===== src/rtl/lib_arbiter_pkg.sv =====
// Shared types and defaults for the event packetizer.
// EVT_TIMESTAMP_EN adds a timestamp field to every packet.
package lib_arbiter_pkg;

    localparam int EVT_POLARITY   = 2;
    localparam int EVT_FIFO_DEPTH = 8;
    localparam int EVT_ADDR_W     = 3;
    localparam int EVT_TS_W       = 16;

`ifdef EVT_TIMESTAMP_EN
    localparam bit EVT_TS_EN = 1'b1;
`else
    localparam bit EVT_TS_EN = 1'b0;
`endif

    typedef struct packed {
`ifdef EVT_TIMESTAMP_EN
        logic [EVT_TS_W-1:0]     ts;
`endif
        logic [EVT_POLARITY-1:0] pol;
        logic [EVT_ADDR_W-1:0]   x;
        logic [EVT_ADDR_W-1:0]   y;
    } evt_pkt_t;

    // The timestamp width only counts when the timestamp field is compiled in.
    function automatic int pkt_width(int addr_w, int pol_w, int ts_w);
        return 2 * addr_w + pol_w + (EVT_TS_EN ? ts_w : 0);
    endfunction

endpackage


===== src/rtl/evt_fifo.sv =====
// First-word-fall-through packet FIFO; head word reads 0 while empty.
// Count is held separately from the wrapping pointers.
module evt_fifo #(
    parameter int WIDTH = 8,
    parameter int DEPTH = 8,
    localparam int AW   = $clog2(DEPTH)
) (
    input  logic             clk_sys,
    input  logic             rst_b,
    input  logic             push,
    input  logic [WIDTH-1:0] wr_data,
    input  logic             pop,
    output logic [WIDTH-1:0] rd_data,
    output logic             full,
    output logic             empty,
    output logic [AW:0]      count
);

    logic [WIDTH-1:0] mem [DEPTH];
    logic [AW-1:0]    wr_ptr;
    logic [AW-1:0]    rd_ptr;
    logic             do_push;
    logic             do_pop;

    assign empty   = (count == '0);
    assign full    = (count == (AW+1)'(DEPTH));
    assign do_pop  = pop && !empty;
    // A full FIFO still accepts a write when the head leaves in the same cycle.
    assign do_push = push && (!full || do_pop);
    assign rd_data = empty ? '0 : mem[rd_ptr];

    always_ff @(posedge clk_sys or negedge rst_b) begin
        if (!rst_b) begin
            wr_ptr <= '0;
            rd_ptr <= '0;
            count  <= '0;
        end else begin
            if (do_push) wr_ptr <= wr_ptr + 1'b1;
            if (do_pop)  rd_ptr <= rd_ptr + 1'b1;
            case ({do_push, do_pop})
                2'b10:   count <= count + 1'b1;
                2'b01:   count <= count - 1'b1;
                default: count <= count;
            endcase
        end
    end

    always_ff @(posedge clk_sys) begin
        if (do_push) mem[wr_ptr] <= wr_data;
    end

endmodule


===== src/rtl/evt_packetizer.sv =====
// Address-event packetizer: captures granted pixel events into a FWFT FIFO,
// counts drops on overflow. EVT_TIMESTAMP_EN prepends a free-running timestamp.
module evt_packetizer
    import lib_arbiter_pkg::*;
#(
    parameter int  ADDR_W     = EVT_ADDR_W,
    parameter int  POLARITY   = EVT_POLARITY,
    parameter int  TS_W       = EVT_TS_W,
    parameter int  FIFO_DEPTH = EVT_FIFO_DEPTH,
    parameter int  DROP_W     = 8,
    localparam int PKT_W      = pkt_width(ADDR_W, POLARITY, TS_W)
) (
    input  logic                          clk_i,
    input  logic                          reset_i,
    input  logic                          evt_valid_i,
    input  logic [ADDR_W-1:0]             x_add_i,
    input  logic [ADDR_W-1:0]             y_add_i,
    input  logic [POLARITY-1:0]           pol_i,
    input  logic                          clear_i,
    output logic                          pkt_valid_o,
    input  logic                          pkt_ready_i,
    output logic [PKT_W-1:0]              pkt_data_o,
    output logic [$clog2(FIFO_DEPTH):0]   fifo_count_o,
    output logic [DROP_W-1:0]             drop_cnt_o,
    output logic                          overflow_o
);

    logic [PKT_W-1:0] pkt_word;
    logic             fifo_full;
    logic             fifo_empty;
    logic             pop;
    logic             drop;

`ifdef EVT_TIMESTAMP_EN
    logic [TS_W-1:0] ts_q;

    always_ff @(posedge clk_i or negedge reset_i) begin
        if (!reset_i) ts_q <= '0;
        else          ts_q <= ts_q + 1'b1;
    end

    assign pkt_word = {ts_q, pol_i, x_add_i, y_add_i};
`else
    assign pkt_word = {pol_i, x_add_i, y_add_i};
`endif

    // Valid comes from the registered occupancy, never from ready.
    assign pkt_valid_o = !fifo_empty;
    assign pop         = pkt_valid_o && pkt_ready_i;
    assign drop        = evt_valid_i && fifo_full && !pop;

    evt_fifo #(
        .WIDTH (PKT_W),
        .DEPTH (FIFO_DEPTH)
    ) u_fifo (
        .clk_sys (clk_i),
        .rst_b   (reset_i),
        .push    (evt_valid_i),
        .wr_data (pkt_word),
        .pop     (pop),
        .rd_data (pkt_data_o),
        .full    (fifo_full),
        .empty   (fifo_empty),
        .count   (fifo_count_o)
    );

    // Clear has priority over a drop landing in the same cycle.
    always_ff @(posedge clk_i or negedge reset_i) begin
        if (!reset_i) begin
            drop_cnt_o <= '0;
            overflow_o <= 1'b0;
        end else if (clear_i) begin
            drop_cnt_o <= '0;
            overflow_o <= 1'b0;
        end else if (drop) begin
            if (drop_cnt_o != '1) drop_cnt_o <= drop_cnt_o + 1'b1;
            overflow_o <= 1'b1;
        end
    end

endmodule


===== config.mk =====
export PLATFORM = sky130hd
export DESIGN_NAME = evt_packetizer
export DESIGN_NICKNAME = d
export VERILOG_FILES = /design/src/rtl/lib_arbiter_pkg.sv /design/src/rtl/evt_fifo.sv /design/src/rtl/evt_packetizer.sv
export SDC_FILE = /design/constraint.sdc
export NUM_CORES = 1
export LEC_CHECK = 0
export BUFFER_PORTS_ARGS = -buffer_cell sky130_fd_sc_hd__buf_2
export CAP_MARGIN = 20
export CORE_MARGIN = 2
export CORE_UTILIZATION = 25
export DETAILED_ROUTE_END_ITERATION = 8
export PLACE_DENSITY = 0.42
export SLEW_MARGIN = 10
export SYNTH_ARGS = -nofsm -noshare
export SYNTH_HDL_FRONTEND = slang
export SYNTH_SLANG_ARGS = --single-unit

===== constraint.sdc =====
create_clock -name clk_i -period 7.1 [get_ports clk_i]
set_clock_uncertainty 0.1 [all_clocks]
set_input_delay 1.42 -clock clk_i [delete_from_list [all_inputs] [get_ports clk_i]]
set_output_delay 1.42 -clock clk_i [all_outputs]
set_load 0.02 [all_outputs]

* Yosys cells after proc, flatten, opt, wreduce, memory -nomap -nowiden
Memories as Yosys holds them, arrays and structs flattened.
Cells that the tools add are included.
** Storage, ports and cells
- Bits of input ports :: 13
- Memories kept :: 1
- Memory bits (writable) :: 64
- Word-level logic and storage cells :: 38
- Register bits after elaboration :: 19
- Output and inout bits :: 22
** Operators by class
- Reductions and logical operators :: 14
- Add/subtract/negate cells :: 5
- Mux-type cells :: 9
- Eq/ne operators :: 4
** Memories
- u_fifo.mem :: words 8, bits a word 8, rd ports 1, clocked after memory_dff 0, write ports 1, line evt_fifo.sv:19 : logic [WIDTH-1:0] mem [DEPTH];
** Operators with widths (number)
- two-way mux 8 bit :: 4
- adder 8 x 1 -> 8 bit (second input constant) :: 1
- != test 8 bit (second input constant) :: 1
- one-hot mux 4 bit (2 select lines) :: 1
- adder 3 x 1 -> 3 bit (second input constant) :: 2
- nonzero test 2 bit :: 3
- logical AND 1 bit :: 5
- adder 4 x 1 -> 4 bit (second input constant) :: 1
- == test 4 bit (second input constant) :: 1
- zero test 4 bit :: 1
- two-way mux 1 bit :: 4
- subtractor 4 x 1 -> 4 bit (second input constant) :: 1
- zero test 1 bit :: 3
- == test 2 x 1 -> 1 bit (second input constant) :: 1
- == test 2 bit (second input constant) :: 1
- AND reduction 2 bit :: 1
- logical OR 1 bit :: 1

* Depth between registers and ports, before layout
Gate-level depths: netlist (run 1).
- Word-level depth :: 8
- Mapped depth :: 12
- Gate-level depth less buffers :: 12

* By module
Synthesis (run 1) repeated with hierarchy kept, for this count alone.
** Second synthesis, totals
- Cells, all modules :: 237
- Area, all modules :: 3661.0 um^2
** Modules (own cells, without submodules)
- evt_fifo :: cells an instance 186, area an instance 3169.3 um^2, times used 1, sequential area each 2172.1 um^2
- evt_packetizer :: cells an instance 51, area an instance 491.7 um^2, times used 1, sequential area each 225.2 um^2

* Least setup slack after synthesis (run 1)
No wires, ideal clock.
- Path type :: input -> register
- Start point :: input port pkt_ready_i
- End point :: register u_fifo.count[2]
- Setup slack :: 3964 ps
- Cell stages on the path :: 10
- Arrival time :: 2897 ps
- Library setup time :: 138 ps
- Required time :: 6862 ps
- Path buffers :: 0
- Cell sequence :: or2b_1 o21a_1 inv_1 ha_1 xor2_1 ha_1 a21oi_1 xor2_1 nor2_1 xor2_1
** Between the ends
- Word-level cells in the longest chain between the ends :: 6
- Elaborated cells on any way between the ends :: 8
- Classes of those cells :: 2 x eq/ne; 1 x mux; 5 x reduce/logical
** Ends and longest elaborated chain
- start: declaration :: line evt_packetizer.sv:21 : input logic pkt_ready_i,
- logical AND 1 bit (*) :: line evt_packetizer.sv:49 : assign pop = pkt_valid_o && pkt_ready_i;
- logical AND 1 bit (*) :: line evt_fifo.sv:27 : assign do_pop = pop && !empty;
- logical OR 1 bit :: line evt_fifo.sv:29 : assign do_push = push && (!full || do_pop);
- logical AND 1 bit :: line evt_fifo.sv:29
- == test 2 x 1 -> 1 bit / == test 2 bit (equally long branches) :: line evt_fifo.sv:40 : case ({do_push, do_pop})
- one-hot mux 4 bit (2 select lines) / nonzero test 2 bit (equally long branches)
- end signal: assignment :: line evt_fifo.sv:41 : 2'b10: count <= count + 1'b1;
- end signal: assignment :: line evt_fifo.sv:42 : 2'b01: count <= count - 1'b1;
- end signal: assignment :: line evt_fifo.sv:43 : default: count <= count;
- end: declaration :: line evt_fifo.sv:16 : output logic [AW:0] count
Every way passes the cells marked *; elsewhere a longest branch is shown, timed or not.
A chain may end at the register's enable or synchronous reset.

* Final worst setup path (run 1)
- Start point :: register u_fifo.rd_ptr[0]
- End point :: output port pkt_data_o[2]
** Between the ends
- Word-level cells in the longest chain between the ends :: 2
** Ends and longest elaborated chain
- start: declaration :: line evt_fifo.sv:21 : logic [AW-1:0] rd_ptr;
- start signal: assignment :: line evt_fifo.sv:39 : if (do_pop) rd_ptr <= rd_ptr + 1'b1;
- memory read (8 x 8 bit)
- two-way mux 8 bit :: line evt_fifo.sv:30 : assign rd_data = empty ? '0 : mem[rd_ptr];
- end: declaration :: line evt_packetizer.sv:22 : output logic [PKT_W-1:0] pkt_data_o,
No other way between the ends.

==> flow_summary.yaml, run 1 <==
outcome:
  outcome: "completed"
worst_setup_path:
  regToRegSetupSlack_ns: 4.34
  startpoint_type: "flip-flop"
  endpoint_kind: "primary output"
  path_class: "flip-flop to primary output"
  worstPathArrival_ns: 2.22
  required_ns: 5.58
  setup.worst_path.start: "u_fifo.rd_ptr[0]"
  crit_fanout: 10
  reg2reg_from: "u_fifo.count[2]"
clocking:
  root_buffer: "clkbuf_16"
  postCtsHoldBufs: 0
  clk_pin_slew_ns: 0.07
  cts_tree: "built"
  cts_resized: 0
  htree_levels: 3
  cts_buffer_depth: 2
  cts_buffers: 9
  cts.sinks: 83
  clkLatencyLatePin_ns: 0.34
  post_cts_buffers: 0
sta:
  setup_tns_ns: 0
  rsz0062_at_grt: "false"
  period_share: 0.527
  slew_violations: 0
  worstMarginPinSlew_ns: 1.00
  setup_viol: 0
  max_freq_ghz: 0.267
  period_minus_slack_ns: 3.74
  relSlewSlack: 0.331
  hold_viol_final: 0
layout:
  drive_above_1_share: 0.307
  mostFrequentLayoutCell: "edfxtp_1"
  mostFrequentLayoutCells: "edfxtp_1 (64), buf_2 (34), nor2_1 (21)"
  finalNonFillerCells: 444
  num_antenna_cells: 0
  final_nets: 278
  syn2layout_area_growth_pct: 19.0
synth:
  netlist_area_um2: 3550
  synth_fp_nets: 238
  syn_inst: 219
  syn_area_per_cell_um2: 16.2
  ys.flop_type: "edfxtp_1"
  synth_warnings: 0
  synth_edf_count: 64
  synth.area.top_cells: "edfxtp_1 (54%), dfrtp_1 (13%), mux4_2 (10%)"
  synth_area_leader_cell: "edfxtp_1"
  synth-seq-area-share: 0.675
  synth_seq_cells: 83
  synth_top_area_frac: 0.541
  async_reset_ff_frac: 0.229
  yosysUniqueCellTypes: 45
routing:
  first_pass_iters: 4
  vias: 1931
  vias_per_cell: 4.35
  dr.first_iter.drc_count: 95
  wl_per_cell_um: 16.6
  drc: 0
  wl_um: 7360
  ant_nets: 0
die:
  initial_core_util: 0.256
  dieArea_um2: 15200
  pin_count: 35
  fp-row-count: 43
  core_um2: 13900
  die_x_um: 123
  die_h_um: 123
power_and_ir_drop:
  ir_worst_vdd_mv: 0.120
  finalPower_w: 0.00165
  p_leak_nw: 1.54
  power.density_nw_per_um2: 391
  clockPowerShare: 0.278
  combPwrFrac: 0.293
  net-switching-power_w: 0.000571
  pwr-share-seq: 0.429
  p_sw_frac: 0.345
  p_int_w: 0.00108
run:
  maxCapViolCount: 0
worst_hold_path:
  hold_path.class: "flip-flop to flip-flop"
  hold_start: "overflow_o"
global_routing:
  globalRoute.totalOverflow: 0
  grt_antenna_before_repair: 0
  grt_pass1_vias: 1900
  grt_pass1_wl_um: 11300
  grt_max_degree: 20
  grt_usage: 0.106
placed_design:
  place_congestion: 0.685
  hpwl_um: 4810
  portBuffers: 34
  dp_cells: 428
[final timing paths]
path / to / cells after the start
worst max-delay path: pkt_data_o[2] / 5
worst min-delay path: overflow_o / 2
worst max register to register: u_fifo.count[2] / 12
worst min register to register: overflow_o / 2
max in group asynchronous: u_fifo.rd_ptr[0] / 1
min in group asynchronous: drop_cnt_o[7] / 1
[final cells by class]
type / count / area [um^2]
fillers: 1419 / 9650
flip-flops and latches: 83 / 2400
multi-input cells: 125 / 1110
clock buffers: 9 / 225
well taps: 180 / 225
repair buffers: 35 / 178
clock inverters: 7 / 66.3
inverters: 5 / 21.3
[worst max-delay path: stages (launching register included)]
cell	delay, ns
dfrtp_1	0.65
buf_4	0.34
mux4_2	0.53
mux2i_1	0.14
nor2_1	0.05
buf_2	0.16
[registers in the layout, indices dropped and copies added, names as in the netlist]
signal / flops
overflow_o: 1
u_fifo.count: 4
u_fifo.mem: 64
u_fifo.rd_ptr: 3
drop_cnt_o: 8
u_fifo.wr_ptr: 3
[power groups by stage]
stage,clock [W],sequential [W],combinational [W]
after floorplan,0,0.000673,0.000389
after global placement,0,0.000723,0.000495
after detailed placement,0,0.000725,0.000499
after CTS,0.000475,0.000715,0.000500
after global routing,0.000497,0.000725,0.000537
final,0.000461,0.000709,0.000485
[logic make-up after synthesis]
kind of cell,Yosys count,synth area share
DFF,83,0.675
and+or+nand+nor,67,0.105
muxes,28,0.137
AOI/OAI and AO/OA,16,0.0271
buffers and inverters,11,0.0141
xor gates and xnor gates,8,0.0197
adders and majority gates,6,0.0211
[synth_stat cells, types with 2 or more instances]
cell type / n
nand3_1: 5
mux2_2: 2
a21oi_1: 6
nand2b_1: 5
or3_1: 2
mux2i_1: 9
xnor2_1: 5
xor2_1: 3
edfxtp_1: 64
mux4_2: 16
ha_1: 6
or4_1: 2
a31oi_1: 2
buf_1: 2
nor2_1: 21
nand2_2: 2
nor3_1: 4
o21ai_0: 3
dfrtp_1: 19
nor2b_1: 5
nand2_1: 10
inv_1: 3
[per-stage QoR]
| step | utilization | instance area, um^2 | setup WS, ns | hold slack, ns |
|---|---|---|---|---|
| after detailed placement | 0.283 | 3940 | 3.66 | 0.383 |
| after floorplan | - | 3550 | 3.96 | 0.387 |
| final | 0.304 | 4230 | 3.36 | 0.392 |
| after global routing | 0.304 | 4230 | 3.15 | 0.441 |
| after CTS | 0.304 | 4230 | 3.28 | 0.399 |
| after global placement | 0.283 | 3940 | 3.67 | 0.372 |
[layer usage]
metal  routed length (um)  vias to the layer above  track usage
met5                    0                        -            0
li1                     -                      921            -
met1                 3560                      972        0.141
met3                  214                       10       0.0208
met4                  157                        0       0.0618
met2                 3430                       28        0.161
Power figures use the tool's default switching activity.
==> inputs of run 2 (changes only) <==
--- a/config.mk
+++ b/config.mk
@@ -5,6 +5,7 @@
 export SDC_FILE = /design/constraint.sdc
 export NUM_CORES = 1
 export LEC_CHECK = 0
+export ABC_AREA = 1
 export BUFFER_PORTS_ARGS = -buffer_cell sky130_fd_sc_hd__buf_2
 export CAP_MARGIN = 20
 export CORE_MARGIN = 2
==> constraint.sdc (replaced) <==
create_clock -name clk_i -period 3.8 [get_ports clk_i]
set_clock_uncertainty 0.1 [all_clocks]
set_input_delay 0.76 -clock clk_i [delete_from_list [all_inputs] [get_ports clk_i]]
set_output_delay 0.76 -clock clk_i [all_outputs]
set_load 0.02 [all_outputs]
==> run 2 against run 1 <==
  * Synthesized cell count grew 56%
  * Cell count is 28% higher
  * Non-clock buffer count grew 3
  * Global-route usage grew 0.47 points
  * Total power grew 90%
  * Cell area grew 1.7%
  * Routed wire length up 12%
  * Register-to-register slack worse by 2.9 ns
  * Via count is 29% higher
  * Count of clock-buffer cells in the layout is 3 higher
  * Sequential cell count unchanged
==> flow_summary.yaml, run 2 <==
synth:
  syn_area_per_cell_um2: 10.7
  synth_area_leader_cell: "edfxtp_1"
  synth_most_common_cell: "nor2_1"
  synth_fp_nets: 360
  ys.flop_type: "edfxtp_1"
  synth_edf_count: 64
  synth-seq-area-share: 0.655
  synth_seq_cells: 83
  synth_common_cells: "nor2_1 (74), edfxtp_1 (64), nand2_1 (50)"
  netlist_area_um2: 3660
  yosysUniqueCellTypes: 29
  synth_top_area_frac: 0.525
  async_reset_ff_frac: 0.229
  syn_inst: 341
  synth.area.top_cells: "edfxtp_1 (52%), dfrtp_1 (13%), nor2_1 (7.6%)"
  synth_warnings: 0
die:
  dieArea_um2: 15600
  initial_core_util: 0.254
  pin_count: 35
  die_x_um: 125
  fp-row-count: 44
  die_h_um: 125
  core_um2: 14400
worst_setup_path:
  r2r_cells: 12
  endpoint_kind: "primary output"
  startpoint_type: "flip-flop"
  reg2reg_from: "u_fifo.count[2]"
  crit_fanout: 34
  crit_chain: "buf_4 -> inv_2 -> nor2_1 -> o22ai_1 -> nor2_1 -> nor2_1 -> buf_2"
  reg2reg_to: "u_fifo.count[2]"
  required_ns: 2.94
  path_class: "flip-flop to primary output"
  crit_path_max_incr_delay_ns: 0.48
  regToRegSetupSlack_ns: 1.47
  cp_slowest_cell: "inv_2"
  crit_top_cell: "nor2_1"
  worstPathArrival_ns: 2.14
global_routing:
  grt_pass1_wl_um: 13000
  grt_max_degree: 35
  grt_usage: 0.111
  globalRoute.totalOverflow: 0
  grt_pass1_vias: 2374
  grt_antenna_before_repair: 0
power_and_ir_drop:
  power.density_nw_per_um2: 729
  pwr-share-seq: 0.400
  finalPower_w: 0.00314
  ir_worst_vdd_mv: 0.273
  clockPowerShare: 0.250
  combPwrFrac: 0.350
  p_leak_nw: 1.73
  p_sw_frac: 0.385
  net-switching-power_w: 0.00121
  p_int_w: 0.00193
clocking:
  postCtsHoldBufs: 0
  cts_buffers: 9
  htree_levels: 3
  post_cts_buffers: 0
  clkLatencyLatePin_ns: 0.34
  cts_resized: 0
  clk_pin_slew_ns: 0.06
  cts_buffer_depth: 2
  cts_tree: "built"
  cts.sinks: 83
  root_buffer: "clkbuf_16"
sta:
  relSlewSlack: 0.372
  period_minus_slack_ns: 3.00
  hold_viol_final: 0
  period_share: 0.788
  slew_violations: 0
  setup_viol: 0
  rsz0062_at_grt: "false"
  setup_tns_ns: 0
  worstMarginPinSlew_ns: 0.938
  max_freq_ghz: 0.334
layout:
  mostFrequentLayoutCell: "nor2_1"
  mostFrequentLayoutCells: "nor2_1 (74), edfxtp_1 (64), nand2_1 (50)"
  top_register: "u_fifo.mem"
  largest_register_ffs: 64
  top_regs: "u_fifo.mem: 64 flops, drop_cnt_o: 8 flops, u_fifo.count: 4 flops"
  final_nets: 398
  layout.area.seq_um2: 2400
  fillers: 1529
  syn2layout_area_growth_pct: 17.4
  drive_above_1_share: 0.174
  multi_input_area_um2: 1140
  num_antenna_cells: 0
  design_area_um2: 4300
routing:
  vias_per_cell: 4.38
  ant_nets: 0
  drc: 0
  dr.first_iter.drc_count: 197
  vias: 2490
  wl_um: 8240
  wl_per_cell_um: 14.5
  first_pass_iters: 4
placed_design:
  hpwl_um: 5240
  placed_area_um2: 4040
  place_congestion: 0.761
  portBuffers: 34
run:
  maxCapViolCount: 0
worst_hold_path:
  hold_path.class: "primary input to async pin"
outcome:
  outcome: "completed"
[run 2: cell types whose count changed after synthesis, sizes merged, moves of 5 or more]
cell,before,now
buf,4,9
inv,5,18
mux2i,9,0
mux4,16,0
nand2,12,54
nand2b,5,0
nand3,5,19
nor2,22,81
nor2b,5,0
nor3,5,0
o211ai,1,8
o21ai,3,35
o22ai,0,8
[run 2: layer usage]
metal / up-vias / part of all wire / track usage
met5: - / 0 / 0
met4: 0 / 0.018 / 0.0484
met1: 1198 / 0.48 / 0.142
li1: 1245 / - / -
met3: 9 / 0.033 / 0.0368
met2: 38 / 0.47 / 0.171
[run 2: worst max path at each step]
stage / start / end / slack (ns) / cells after the start
floorplan: pkt_ready_i / u_fifo.count[2] / 1.57 / 10
global placement: u_fifo.rd_ptr[0] / pkt_data_o[4] / 1.17 / 7
detailed placement: u_fifo.rd_ptr[0] / pkt_data_o[4] / 1.15 / 7
CTS: u_fifo.rd_ptr[0] / pkt_data_o[4] / 0.78 / 7
global route: u_fifo.rd_ptr[0] / pkt_data_o[1] / 0.62 / 7
finish: u_fifo.rd_ptr[0] / pkt_data_o[4] / 0.80 / 7
[run 2: area by class of cell]
type                    count  share of cell area
repair buffers             38              0.0466
flip-flops and latches     83               0.558
clock inverters             4             0.00640
inverters                  19              0.0166
well taps                 184              0.0536
clock buffers              12              0.0550
multi-input cells         228               0.264
[run 2: power groups by stage]
stage               logic (W)  registers (W)  clock network [W]
global route          0.00124        0.00127           0.000853
CTS                   0.00112        0.00125           0.000811
floorplan            0.000799        0.00125                  0
detailed placement    0.00111        0.00127                  0
global placement      0.00111        0.00127                  0
finish                0.00110        0.00125           0.000785
[run 2: cell families after synthesis]
group | count (synthesis) | share of synthesized area
AO/OA/AOI/OAI | 55 | 0.0837
flip-flops | 83 | 0.655
buffers and inverters | 30 | 0.0352
AND/OR/NAND/NOR | 159 | 0.187
XOR/XNOR | 8 | 0.0191
adder cells (fa/ha/maj) | 6 | 0.0205
[run 2: worst max-delay path: cells and delay by family, from the launching register on]
family,cells,cell delay (ns)
AND/OR/NAND/NOR,3,0.33
AO/OA/AOI/OAI,1,0.18
flip-flops,1,0.36
buffers and inverters,3,0.92
[run 2: metrics by stage]
stage,util,worst slack (ns),hold WS [ns],cells
2_1_floorplan,-,1.57,0.364,341
3_3_place_gp,0.280,1.17,0.376,552
3_5_place_dp,0.280,1.15,0.386,552
4_1_cts,0.298,0.778,0.278,568
5_1_grt,0.298,0.620,0.298,568
6_report,0.298,0.804,0.261,568
